File: config.mk
export PLATFORM = sky130hd
export DESIGN_NAME = adsb_tx_encoder
export DESIGN_NICKNAME = d
export VERILOG_FILES = /design/src/rtl/adsb_tx_encoder_pkg.sv /design/src/rtl/adsb_tx_encoder.sv
export SDC_FILE = /design/constraint.sdc
export NUM_CORES = 1
export LEC_CHECK = 0
export CORE_ASPECT_RATIO = 0.6
export CORE_UTILIZATION = 53
export CTS_BUF_LIST = sky130_fd_sc_hd__clkbuf_8 sky130_fd_sc_hd__clkbuf_16
export DETAILED_ROUTE_END_ITERATION = 6
export GPL_ROUTABILITY_DRIVEN = 0
export PLACE_DENSITY = 0.8
export SYNTH_ARGS = -nofsm -noshare
export SYNTH_HDL_FRONTEND = slang
export SYNTH_SLANG_ARGS = --single-unit
File: constraint.sdc
create_clock -name clock -period 3 [get_ports clock]
set_input_delay 0.9 -clock clock [delete_from_list [all_inputs] [get_ports clock]]
set_output_delay 0.9 -clock clock [all_outputs]
set_load 0.05 [all_outputs]
File: src/rtl/adsb_tx_encoder_pkg.sv
// Shared constants, state encoding and preamble shape helper for the ADS-B
// 1090ES transmit encoder.
package adsb_tx_encoder_pkg;

  typedef enum logic [1:0] {
    ST_IDLE     = 2'd0,
    ST_PREAMBLE = 2'd1,
    ST_DATA     = 2'd2,
    ST_GUARD    = 2'd3
  } tx_state_e;

  localparam int unsigned PREAMBLE_US = 8;
  localparam logic [6:0]  LONG_BITS   = 7'd112;
  localparam logic [6:0]  SHORT_BITS  = 7'd56;

  // Preamble pulses start at 0, 1.0, 3.5 and 4.5 us and are 0.5 us (one half) wide.
  function automatic logic preamble_level(input logic [11:0] sc, input logic [11:0] half);
    logic [11:0] h2;
    logic [11:0] h7;
    logic [11:0] h9;
    h2 = 12'd2 * half;
    h7 = 12'd7 * half;
    h9 = 12'd9 * half;
    return (sc < half)
         | ((sc >= h2) & (sc < h2 + half))
         | ((sc >= h7) & (sc < h7 + half))
         | ((sc >= h9) & (sc < h9 + half));
  endfunction

endpackage

File: src/rtl/adsb_tx_encoder.sv
// Mode S / ADS-B 1090ES frame encoder: 8 us preamble followed by PPM data bits,
// emitted as a registered RF keying envelope, one sample per ena cycle.
module adsb_tx_encoder
  import adsb_tx_encoder_pkg::*;
#(
  parameter int unsigned SPU      = 20,
  parameter int unsigned GUARD_US = 4
) (
  input  logic         clock,
  input  logic         reset,
  input  logic         ena,
  input  logic         start,
  input  logic         long_frame,
  input  logic [111:0] frame_data,
  input  logic         abort,
  output logic         busy,
  output logic         done,
  output logic         tx_pulse,
  output logic         trigger,
  output logic         data_start
);

  localparam logic [11:0] HALF       = 12'(SPU / 2);
  localparam logic [11:0] PRE_LAST   = 12'(PREAMBLE_US * SPU - 1);
  localparam logic [11:0] BIT_LAST   = 12'(SPU - 1);
  localparam logic [11:0] GUARD_LAST = 12'(GUARD_US * SPU - 1);

  tx_state_e    state_q, state_d;
  logic [11:0]  sc_q, sc_d;
  logic [6:0]   bitc_q, bitc_d;
  logic [6:0]   nbits_q, nbits_d;
  logic [111:0] shreg_q, shreg_d;
  logic         busy_q, busy_d;
  logic         done_q, done_d;
  logic         tx_q, tx_d;
  logic         trig_q, trig_d;
  logic         dstart_q, dstart_d;

  // Next-state and registered-output computation; strobes default low so they
  // can only rise on ena cycles.
  always_comb begin
    state_d  = state_q;
    sc_d     = sc_q;
    bitc_d   = bitc_q;
    nbits_d  = nbits_q;
    shreg_d  = shreg_q;
    tx_d     = tx_q;
    trig_d   = 1'b0;
    dstart_d = 1'b0;
    done_d   = 1'b0;
    if (done_q) begin
      busy_d = 1'b0;
    end else begin
      busy_d = busy_q;
    end
    if (ena) begin
      case (state_q)
        ST_IDLE: begin
          tx_d = 1'b0;
          if (start) begin
            shreg_d = frame_data;
            nbits_d = long_frame ? LONG_BITS : SHORT_BITS;
            sc_d    = 12'd0;
            bitc_d  = 7'd0;
            busy_d  = 1'b1;
            state_d = ST_PREAMBLE;
          end else begin
            state_d = ST_IDLE;
          end
        end
        ST_PREAMBLE: begin
          if (abort) begin
            tx_d    = 1'b0;
            sc_d    = 12'd0;
            state_d = ST_GUARD;
          end else begin
            tx_d   = preamble_level(sc_q, HALF);
            trig_d = (sc_q == 12'd0);
            if (sc_q == PRE_LAST) begin
              sc_d    = 12'd0;
              bitc_d  = 7'd0;
              state_d = ST_DATA;
            end else begin
              sc_d = sc_q + 12'd1;
            end
          end
        end
        ST_DATA: begin
          if (abort) begin
            tx_d    = 1'b0;
            sc_d    = 12'd0;
            state_d = ST_GUARD;
          end else begin
            // PPM: a one keys the first half of the bit, a zero the second half.
            tx_d     = shreg_q[111] ? (sc_q < HALF) : (sc_q >= HALF);
            dstart_d = (sc_q == 12'd0) && (bitc_q == 7'd0);
            if (sc_q == BIT_LAST) begin
              sc_d    = 12'd0;
              shreg_d = shreg_q << 1;
              if (bitc_q == nbits_q - 7'd1) begin
                bitc_d  = 7'd0;
                state_d = ST_GUARD;
              end else begin
                bitc_d = bitc_q + 7'd1;
              end
            end else begin
              sc_d = sc_q + 12'd1;
            end
          end
        end
        ST_GUARD: begin
          tx_d = 1'b0;
          if (sc_q == GUARD_LAST) begin
            sc_d    = 12'd0;
            done_d  = 1'b1;
            state_d = ST_IDLE;
          end else begin
            sc_d = sc_q + 12'd1;
          end
        end
        default: begin
          tx_d    = 1'b0;
          busy_d  = 1'b0;
          sc_d    = 12'd0;
          state_d = ST_IDLE;
        end
      endcase
    end else begin
      state_d = state_q;
    end
  end

  // State and output registers with synchronous reset.
  always_ff @(posedge clock) begin
    if (reset) begin
      state_q  <= ST_IDLE;
      sc_q     <= 12'd0;
      bitc_q   <= 7'd0;
      nbits_q  <= 7'd0;
      shreg_q  <= 112'd0;
      busy_q   <= 1'b0;
      done_q   <= 1'b0;
      tx_q     <= 1'b0;
      trig_q   <= 1'b0;
      dstart_q <= 1'b0;
    end else begin
      state_q  <= state_d;
      sc_q     <= sc_d;
      bitc_q   <= bitc_d;
      nbits_q  <= nbits_d;
      shreg_q  <= shreg_d;
      busy_q   <= busy_d;
      done_q   <= done_d;
      tx_q     <= tx_d;
      trig_q   <= trig_d;
      dstart_q <= dstart_d;
    end
  end

  assign busy       = busy_q;
  assign done       = done_q;
  assign tx_pulse   = tx_q;
  assign trigger    = trig_q;
  assign data_start = dstart_q;

endmodule

Word-level counts from Yosys, hierarchy flattened

Index checks and enable logic that the tools add are counted.
W data, S select, Z words.

Register bits after elaboration: 145
Bits of input ports: 118

$add $sub $neg: 3
Order comparisons: 8
Eq/ne operators: 16
Multiplexer cells: 36
Bitwise operators: 10
Reductions and logical operators: 15

Operator list:

| kind                    | number |
|---|---|
| $mux W112               | 3 |
| $pmux W112 S2           | 1 |
| $mux W12                | 6 |
| $mux W7                 | 7 |
| $pmux W12 S4            | 1 |
| $ge A12 B7 Y1 const B   | 2 |
| $lt A12 B7 Y1 const B   | 2 |
| $pmux W7 S3             | 1 |
| $add A12 B1 Y12 const B | 1 |
| $eq A12 B5 Y1 const B   | 1 |
| $eq A12 B7 Y1 const B   | 1 |
| $eq A12 B8 Y1 const B   | 1 |
| $ge A12 B4 Y1 const B   | 1 |
| $ge A12 B5 Y1 const B   | 1 |
| $logic_not A12 Y1       | 1 |
| $lt A12 B4 Y1 const B   | 1 |
| $lt A12 B5 Y1 const B   | 1 |
| $mux W2                 | 6 |
| $ne A2 B2 Y1 const B    | 6 |
| $reduce_and A5 Y1       | 2 |
| $mux W1                 | 9 |
| $ne A3 B3 Y1 const B    | 3 |
| $pmux W2 S4             | 1 |
| $reduce_or A4 Y1        | 2 |
| 19 further kinds        | 27 |

Longest topological paths before layout

Gate-level depths: netlist (run 1).

Word-level depth: 7
Gate-level depth with buffers: 11

Worst setup path before layout (run 1)

No wires, ideal clock.

Kind: reg2reg
From: register sc_q[1]
To: register shreg_q[100]
Data arrival time: 2.230 ns
Required time: 2.854 ns
Path slack: 0.624 ns
Cell stages (with the launch flop): 9
Path through: dfxtp_1 > ha_1 > or3b_2 > o41ai_4 > and3_1 > buf_2 > buf_2 > buf_4 > a211oi_2

Cells in the longest elaborated chain, start to end: 3

Ends and longest elaborated chain:

| what                               | line                   | text |
|---|---|---|
| start, declared                    | adsb_tx_encoder.sv:29  | `logic [11:0] sc_q, sc_d;` |
| start signal, assigned             | adsb_tx_encoder.sv:137 | `sc_q <= 12'd0;` |
| start signal, assigned             | adsb_tx_encoder.sv:148 | `sc_q <= sc_d;` |
| $eq A12 B5 Y1                      | adsb_tx_encoder.sv:97  | `if (sc_q == BIT_LAST) begin` |
| $ne A2 B2 Y1 (no source line)      | --                     |  |
| $reduce_and A5 Y1 (no source line) | --                     |  |
| end signal, assigned               | adsb_tx_encoder.sv:151 | `shreg_q <= shreg_d;` |
| end, declared                      | adsb_tx_encoder.sv:32  | `logic [111:0] shreg_q, shreg_d;` |

No other way between the ends.
A chain may end at the register's enable or synchronous reset.

Final worst setup path (run 1)

From: register sc_q[1]
To: register shreg_q[73]

Same word-level chain as after synthesis.

==> results of run 1 <==
sequential cells by signal, summed over array words and instances, names as in the netlist:
name and count:
shreg_q 112, sc_q 12, bitc_q 7, nbits_q 3
state_q 2, busy 1, data_start 1, done 1
trigger 1, tx_pulse 1
worst max-delay path: cells and delay by family, from the launching register on:
family / cells / cell delay (ns)
buffers and inverters: 1 / 0.32
AO/OA/AOI/OAI: 2 / 0.68
adder cells (fa/ha/maj): 1 / 0.28
AND/OR/NAND/NOR: 3 / 0.93
flip-flops: 1 / 0.46
worst max path at each step:
stage,start,end,slack [ns],cells after the start
floorplan,sc_q[1]$_SDFFE_PP0P_,shreg_q[100]$_SDFFE_PP0P_,0.62,8
global placement,start,bitc_q[5]$_SDFFE_PP0P_,0.25,6
detailed placement,abort,bitc_q[4]$_SDFFE_PP0P_,0.1,6
CTS,sc_q[1]$_SDFFE_PP0P_,shreg_q[73]$_SDFFE_PP0P_,0.05,7
global route,sc_q[1]$_SDFFE_PP0P_,shreg_q[69]$_SDFFE_PP0P_,0.03,7
finish,sc_q[1]$_SDFFE_PP0P_,shreg_q[73]$_SDFFE_PP0P_,0.18,7
metal layers:
layer  routed length, um  GRT usage
met1                7890      0.342
met2                7110      0.350
met3                1020     0.0508
met4                 182     0.0767
met5                   0          0
logic make-up after synthesis:
logic type	share of synthesized area
AOI/OAI and AO/OA	0.212
xor gates and xnor gates	0.0224
adders and majority gates	0.0178
buffers and inverters	0.0540
DFF	0.401
muxes	0.161
and+or+nand+nor	0.132
power by group:
| part | switching (uW) | internal (uW) |
|---|---|---|
| sequential | 133 | 2120 |
| combinational | 661 | 570 |
| clock | 842 | 1440 |
| total | 1640 | 4130 |
layout make-up:
type,count,area [um^2],share of cell area
sequential,141,2820,0.314
clock buffer,19,453,0.0504
multi-input combinational,500,3860,0.430
clock inverter,13,188,0.0209
inverter,14,52.6,0.00585
timing repair buffer,137,1390,0.155
tap,170,213,0.0237
Yosys cell counts (2+ instances only):
cell       instances
ha_1              10
mux2_2             2
xnor2_1            7
and3_1             7
xor2_1            11
nor2b_1            4
or3b_2             2
o211ai_1           2
buf_6              8
a211oi_1          43
nand2_1           16
nor4b_1            3
buf_4              7
nand3_1           11
o21ai_0            6
a21oi_1           10
mux2i_1          111
nor2_1           139
and2_1             2
a211oi_2          70
o41ai_1            3
clkbuf_1          36
a2bb2oi_1          2
nor3_1             5
nand2b_1           2
inv_1             14
o41ai_4            2
dfxtp_1          141
nand4_1           10
buf_2             10
metrics by stage:
stage | cells | area, um^2 | hold slack [ns]
6_report | 994 | 8980 | 0.487
4_1_cts | 991 | 8960 | 0.491
3_5_place_dp | 959 | 8320 | 0.478
3_3_place_gp | 959 | 8320 | 0.457
2_1_floorplan | 716 | 7040 | 0.448
5_1_grt | 994 | 8980 | 0.499
timing repair:
item,CTS,global route
resized for setup,0,1
endpoints found under the setup margin,0,50
setup buffers,0,3
hold buffers,0,0
==> implementation parameters, run 1 <==
Parameter                              Value

Status
  Status ... completed

Timing
  Total Neg Setup Slack ... 0 ns
  Layout Skew ... 0.0118 ns
  Highest Clock Rate ... 354 MHz
  Time the worst path needs with I/O delays and setup ... 2.82 ns
  Setup repair after global routing missed its margin ... no
  Final count of negative-setup-slack endpoints ... 0
  Part of the cycle the worst path needs ... 0.941
  Worst slew pin tran ... 0.807 ns
  Final setup slack of the worst path ... 0.178 ns
  Final-report max-slew violation count ... 0
  Worst slew slack as a fraction of its limit ... 0.462
  Hold Vio Cnt, Final ... 0

Pwr
  VDD IR max ... 358 uV
  Leakage ... 0.00298 uW
  Design Power ... 5770 uW
  P per Cell Area ... 642 mW/mm^2

GRT
  Antenna violations before repair ... 0
  Vias in the first global route ... 5,228
  Global-route wire length before repair ... 25,900 um
  Overall track demand over capacity in global routing ... 0.238
  Total grt overflow ... 0
  Largest net degree at the start of global routing ... 90

Clock network
  Clock tree from TritonCTS ... yes
  Number of sinks handled by clock tree synthesis ... 141
  Total clock buffers created by CTS ... 17
  Clk Latency, worst-skew pair ... 0.41 ns
  Depth of the CTS H-tree ... 4
  Cell at the root of the clock tree ... clkbuf_16
  Clock-pin transition on the worst setup and hold timing paths ... 0.06 ns
  Largest buffer count on any clock path ... 2

Placement
  Port Buffers ... 122
  Placed wire-length estimate ... 10,900 um
  Post-placement worst setup slack ... 0.0988 ns

Floorplanning
  Number of placement rows ... 32
  Number of top-level design ports ... 123
  Die extent in y ... 91.3 um
  Placeable Area ... 0.0129 mm^2
  Effective utilization at floorplan ... 0.546
  Die Footprint ... 0.0138 mm^2
  Die boundary width ... 151 um

Min path
  Worst hold-check path type ... reg2reg
  Critical hold path startpoint ... busy$_SDFF_PP0_
  Worst hold path endpoint ... busy$_SDFF_PP0_
  Cell depth of the worst hold path ... 2

Cells and area
  Number of inserted diodes ... 0
  Net count of the finished layout ... 939
  Most common cell after layout, fill and taps aside ... dfxtp_1
  Total of fill cells in the finished design ... 977
  Fraction of final layout cells with drive strength greater than 1 ... 0.152
  Commonest cells after routing, fill and taps aside ... dfxtp_1, nor2_1, clkdlybuf4s50_1, mux2i_1, a211oi_2
  Growth of design area from synthesis to finish ... 27.5%
  Utilization of the core after routing ... 0.697

Critical path
  Number of cells on the worst reg-to-reg path ... 7
  Worst-path cell chain ... ha_1 -> or3b_2 -> o41ai_4 -> and3_4 -> buf_12 -> nor2_1 -> a211oi_1
  Flop-to-flop setup slack ... 0.18 ns
  Startpoint type of the worst setup path ... flip-flop
  WP data required ... 3.31 ns
  CP max-delay cell ... or3b_2
  Crit Reg-Reg Endpoint ... shreg_q[73]$_SDFFE_PP0P_
  CP max FO ... 88
  Worst Setup End Kind ... flip-flop
  WP data arrival ... 3.13 ns
  Launching point of the worst reg2reg path ... sc_q[1]$_SDFFE_PP0P_
  Stage delay of the slowest cell on the critical path ... 0.51 ns
  Start-to-end type of the worst setup path ... reg2reg

Logic synthesis
  Count of flip-flops with a built-in enable after synthesis ... 0
  Synthesized flop and latch total ... 141
  Ys async rst share ... 0
  Count of synthesis-stage warnings from yosys ... 0
  Avg Inst Size Synth ... 9.84 um^2
  Cell Area, Synth ... 0.00704 mm^2
  Cell accounting for the most synthesized area ... dfxtp_1
  Largest cells by area after synthesis ... dfxtp_1, mux2i_1, a211oi_2, nor2_1, a211oi_1
  Prevailing post-synth register cell ... dfxtp_1
  Mapped Cells ... 716
  Post-synthesis sequential area ratio ... 0.401
  Distinct cells, synth ... 50
  Net count after synthesis ... 844
  Fraction of post-synthesis cell area in the top cell type by area ... 0.401

Route
  Number of vias per cell after detailed routing ... 5.64
  Routed length per instance ... 16.3 um
  Via Count ... 5,602
  Count of TritonRoute iterations in the first routing pass ... 6
  Final wirelength ... 16,200 um
  Remaining routing DRC violations ... 0
  Routed Antenna Nets ... 0
  1st-iter DRT viols ... 365

Run
  Count of max-cap constraint violations ... 0
(Power assumes the default switching activity.)
==> inputs of run 2 (changes only) <==
--- a/config.mk
+++ b/config.mk
@@ -5,8 +5,10 @@
 export SDC_FILE = /design/constraint.sdc
 export NUM_CORES = 1
 export LEC_CHECK = 0
+export CELL_PAD_IN_SITES_DETAIL_PLACEMENT = 1
+export CELL_PAD_IN_SITES_GLOBAL_PLACEMENT = 1
 export CORE_ASPECT_RATIO = 0.6
-export CORE_UTILIZATION = 53
+export CORE_UTILIZATION = 41
 export CTS_BUF_LIST = sky130_fd_sc_hd__clkbuf_8 sky130_fd_sc_hd__clkbuf_16
 export DETAILED_ROUTE_END_ITERATION = 6
 export GPL_ROUTABILITY_DRIVEN = 0
==> run 2 against run 1 <==
  * Via count is 2.5% higher
  * Clock-buffer cell count decreased by 2
  * Critical path type unchanged
  * Clock power shrank 3%
  * Routed wire length rose by 22%
  * First-iteration DRC count down 4.4%
  * Core utilization is 15 points lower
  * Register-to-register slack better by 0.05 ns
  * Sequential cell count unchanged
  * Sequential power about the same
==> implementation parameters, run 2 (same netlist as run 1, synthesis figures left out) <==
Parameter                              Value

Clock network
  Clk Latency, worst-skew pair ... 0.41 ns (about the same)
  Depth of the CTS H-tree ... 4 (unchanged)
  Clock tree from TritonCTS ... yes
  Number of buffers inserted to repair setup after CTS ... 0 (unchanged)
  Total of cells resized after clock tree synthesis ... 0 (unchanged)
  Total clock buffers created by CTS ... 17 (unchanged)
  Quantity of hold-fixing buffers added after cts ... 0 (unchanged)
  Number of sinks handled by clock tree synthesis ... 141 (unchanged)
  Clock-pin transition on the worst setup and hold timing paths ... 0.06 ns (about the same)
  Cell at the root of the clock tree ... clkbuf_16
  Largest buffer count on any clock path ... 2 (unchanged)

Pwr
  Pint ... 4030 uW (-2.5%)
  Flop pwr share ... 0.393 (+0.003)
  VDD IR max ... 331 uV (-7.6%)
  Share of total power in combinational logic ... 0.223 (+0.010)
  Clock network fraction of total power ... 0.384 (-0.012)
  Leakage ... 0.00296 uW (-0.70%)
  Net load switching power ... 1720 uW (+5.4%)
  P per Cell Area ... 636 mW/mm^2 (-0.98%)
  Switching share of total power ... 0.300 (+0.0162)
  Design Power ... 5750 uW (-0.28%)

Floorplanning
  Die extent in y ... 104 um (+13%)
  Die boundary width ... 171 um (+14%)
  Effective utilization at floorplan ... 0.426 (-0.120)
  Die Footprint ... 0.0177 mm^2 (+29%)
  Number of placement rows ... 36 (+13%)
  Placeable Area ... 0.0165 mm^2 (+28%)
  Number of top-level design ports ... 123 (unchanged)

Timing
  Total Neg Setup Slack ... 0 ns (unchanged)
  Hold_ws ... 0.494 ns (+0.00673 ns)
  Final count of negative-setup-slack endpoints ... 0 (unchanged)
  Layout Skew ... 0.0139 ns (+0.00217 ns)
  Final-report max-slew violation count ... 0 (unchanged)
  Setup repair after global routing missed its margin ... no
  Final setup slack of the worst path ... 0.226 ns (+0.0482 ns)
  Highest Clock Rate ... 360 MHz (+1.7%)
  Worst slew pin tran ... 0.880 ns (+0.0727 ns)
  Hold Vio Cnt, Final ... 0 (unchanged)
  Time the worst path needs with I/O delays and setup ... 2.77 ns (-0.0482 ns)
  Worst slew slack as a fraction of its limit ... 0.413 (-0.0485)
  Part of the cycle the worst path needs ... 0.925 (-0.0161)

Route
  Remaining routing DRC violations ... 0 (unchanged)
  Routed Antenna Nets ... 0 (unchanged)
  Number of vias per cell after detailed routing ... 5.46 (-3.1%)
  Via Count ... 5,744 (+2.5%)
  Final wirelength ... 19,800 um (+22%)
  1st-iter DRT viols ... 349 (-4.4%)
  Routed length per instance ... 18.8 um (+16%)
  Count of TritonRoute iterations in the first routing pass ... 4 (-2)

Cells and area
  Register with the most flip-flops ... shreg_q
  Commonest cells after routing, fill and taps aside ... dfxtp_1, nor2_1, clkdlybuf4s50_1, mux2i_1, a211oi_2
  Most common cell after layout, fill and taps aside ... dfxtp_1
  Growth of design area from synthesis to finish ... 28.4%
  Fraction of final layout cells with drive strength greater than 1 ... 0.152 (+0.000184)
  Number of flip-flops in the largest register ... 112 (unchanged)
  Fin cells ... 1,052 (+5.8%)
  Net count of the finished layout ... 938 (-0.11%)
  Total of fill cells in the finished design ... 1,824 (+87%)
  Largest registers ... shreg_q: 112 flops, sc_q: 12 flops, bitc_q: 7 flops

Critical path
  WP data arrival ... 3.05 ns (-0.08 ns)
  Launching point of the worst reg2reg path ... sc_q[1]$_SDFFE_PP0P_
  WP data required ... 3.27 ns (-0.04 ns)
  Flop-to-flop setup slack ... 0.23 ns (+0.05 ns)
  Start-to-end type of the worst setup path ... reg2reg
  Crit Reg-Reg Endpoint ... bitc_q[5]$_SDFFE_PP0P_
  Worst Setup End Kind ... flip-flop
  Number of cells on the worst reg-to-reg path ... 7 (unchanged)
  Startpoint type of the worst setup path ... flip-flop
  CP max FO ... 8 (-91%)

GRT
  Antenna violations before repair ... 1 (+1)
  Total grt overflow ... 0 (unchanged)
  Global-route wire length before repair ... 31,800 um (+23%)
  Overall track demand over capacity in global routing ... 0.228 (-0.0100)
  Largest net degree at the start of global routing ... 116 (+29%)
  Vias in the first global route ... 6,074 (+16%)

Placement
  Post-placement worst setup slack ... 0.124 ns (+0.0252 ns)
  Placed wire-length estimate ... 13,200 um (+21%)
  Number of cells in the design after placement ... 1,019 (+6.3%)
  Port Buffers ... 122 (unchanged)

Min path
  Critical hold path startpoint ... busy$_SDFF_PP0_
  Worst hold-check path type ... reg2reg
  Worst hold path endpoint ... busy$_SDFF_PP0_
  Cell depth of the worst hold path ... 2 (unchanged)

Run
  Count of max-cap constraint violations ... 0 (unchanged)

Status
  Status ... completed
==> run 2: changes by cell type in the layout (fill, tap and decap cells not counted), sizes merged <==
cell      before  now
inv           19   20
clkbuf        19   17
buf           16   15
clkinvlp       1    3
bufinv         4    3
diode          0    1
==> run 2: worst max-delay path by stage <==
stage / startpoint / endpoint / slack [ns] / cells past startpoint
after floorplan: sc_q[1]$_SDFFE_PP0P_ / shreg_q[100]$_SDFFE_PP0P_ / 0.62 / 8
after global placement: abort / bitc_q[5]$_SDFFE_PP0P_ / 0.22 / 6
after detailed placement: abort / bitc_q[6]$_SDFFE_PP0P_ / 0.12 / 6
after CTS: sc_q[1]$_SDFFE_PP0P_ / bitc_q[5]$_SDFFE_PP0P_ / 0.27 / 7
after global routing: sc_q[1]$_SDFFE_PP0P_ / bitc_q[5]$_SDFFE_PP0P_ / 0.04 / 7
final: sc_q[1]$_SDFFE_PP0P_ / bitc_q[5]$_SDFFE_PP0P_ / 0.23 / 7
==> run 2: through the flow <==
stage / instance area (um^2) / util
finish: 9040 / 0.547
global route: 9040 / 0.547
CTS: 9040 / 0.547
detailed placement: 8430 / 0.510
global placement: 8430 / 0.510
floorplan: 7040 / -
==> run 2: routing by layer <==
| metal | up-vias | routed length (um) | track usage |
|---|---|---|---|
| met1 | 2807 | 9550 | 0.310 |
| met5 | - | 0 | 0 |
| met2 | 139 | 8940 | 0.354 |
| met4 | 0 | 197 | 0.0529 |
| li1 | 2780 | - | - |
| met3 | 18 | 1140 | 0.0646 |
==> run 2: worst max-delay path, stage by stage, from the launching register on <==
cell     delay (ns)
dfxtp_1        0.49
ha_1           0.25
or3b_2         0.49
o41ai_4        0.33
buf_4          0.21
nand3_1        0.22
o21ai_0        0.53
nor2_1         0.11
==> run 2: power groups by stage <==
stage	Combinational, uW	Sequential (uW)	Clock, uW
final	1280	2260	2210
after global routing	1390	2290	2340
after CTS	1300	2260	2260
after detailed placement	1270	2290	0
after global placement	1200	2280	0
after floorplan	930	2260	0
==> run 2: area by class of cell <==
cell class,instances,area [um^2],area share
well taps,228,285,0.0315
inverters,14,52.6,0.00581
multi-input cells,500,3860,0.427
flip-flops and latches,141,2820,0.312
repair buffers,136,1410,0.156
clock inverters,15,186,0.0206
diodes,1,2.50,0.000277
clock buffers,17,425,0.0470
==> inputs of run 3 (changes only) <==
--- a/config.mk
+++ b/config.mk
@@ -5,6 +5,7 @@
 export SDC_FILE = /design/constraint.sdc
 export NUM_CORES = 1
 export LEC_CHECK = 0
+export CAP_MARGIN = 20
 export CELL_PAD_IN_SITES_DETAIL_PLACEMENT = 1
 export CELL_PAD_IN_SITES_GLOBAL_PLACEMENT = 1
 export CORE_ASPECT_RATIO = 0.6
==> results of run 3 <==
The final DEF is identical to that of run 2; final timing and power are the same.
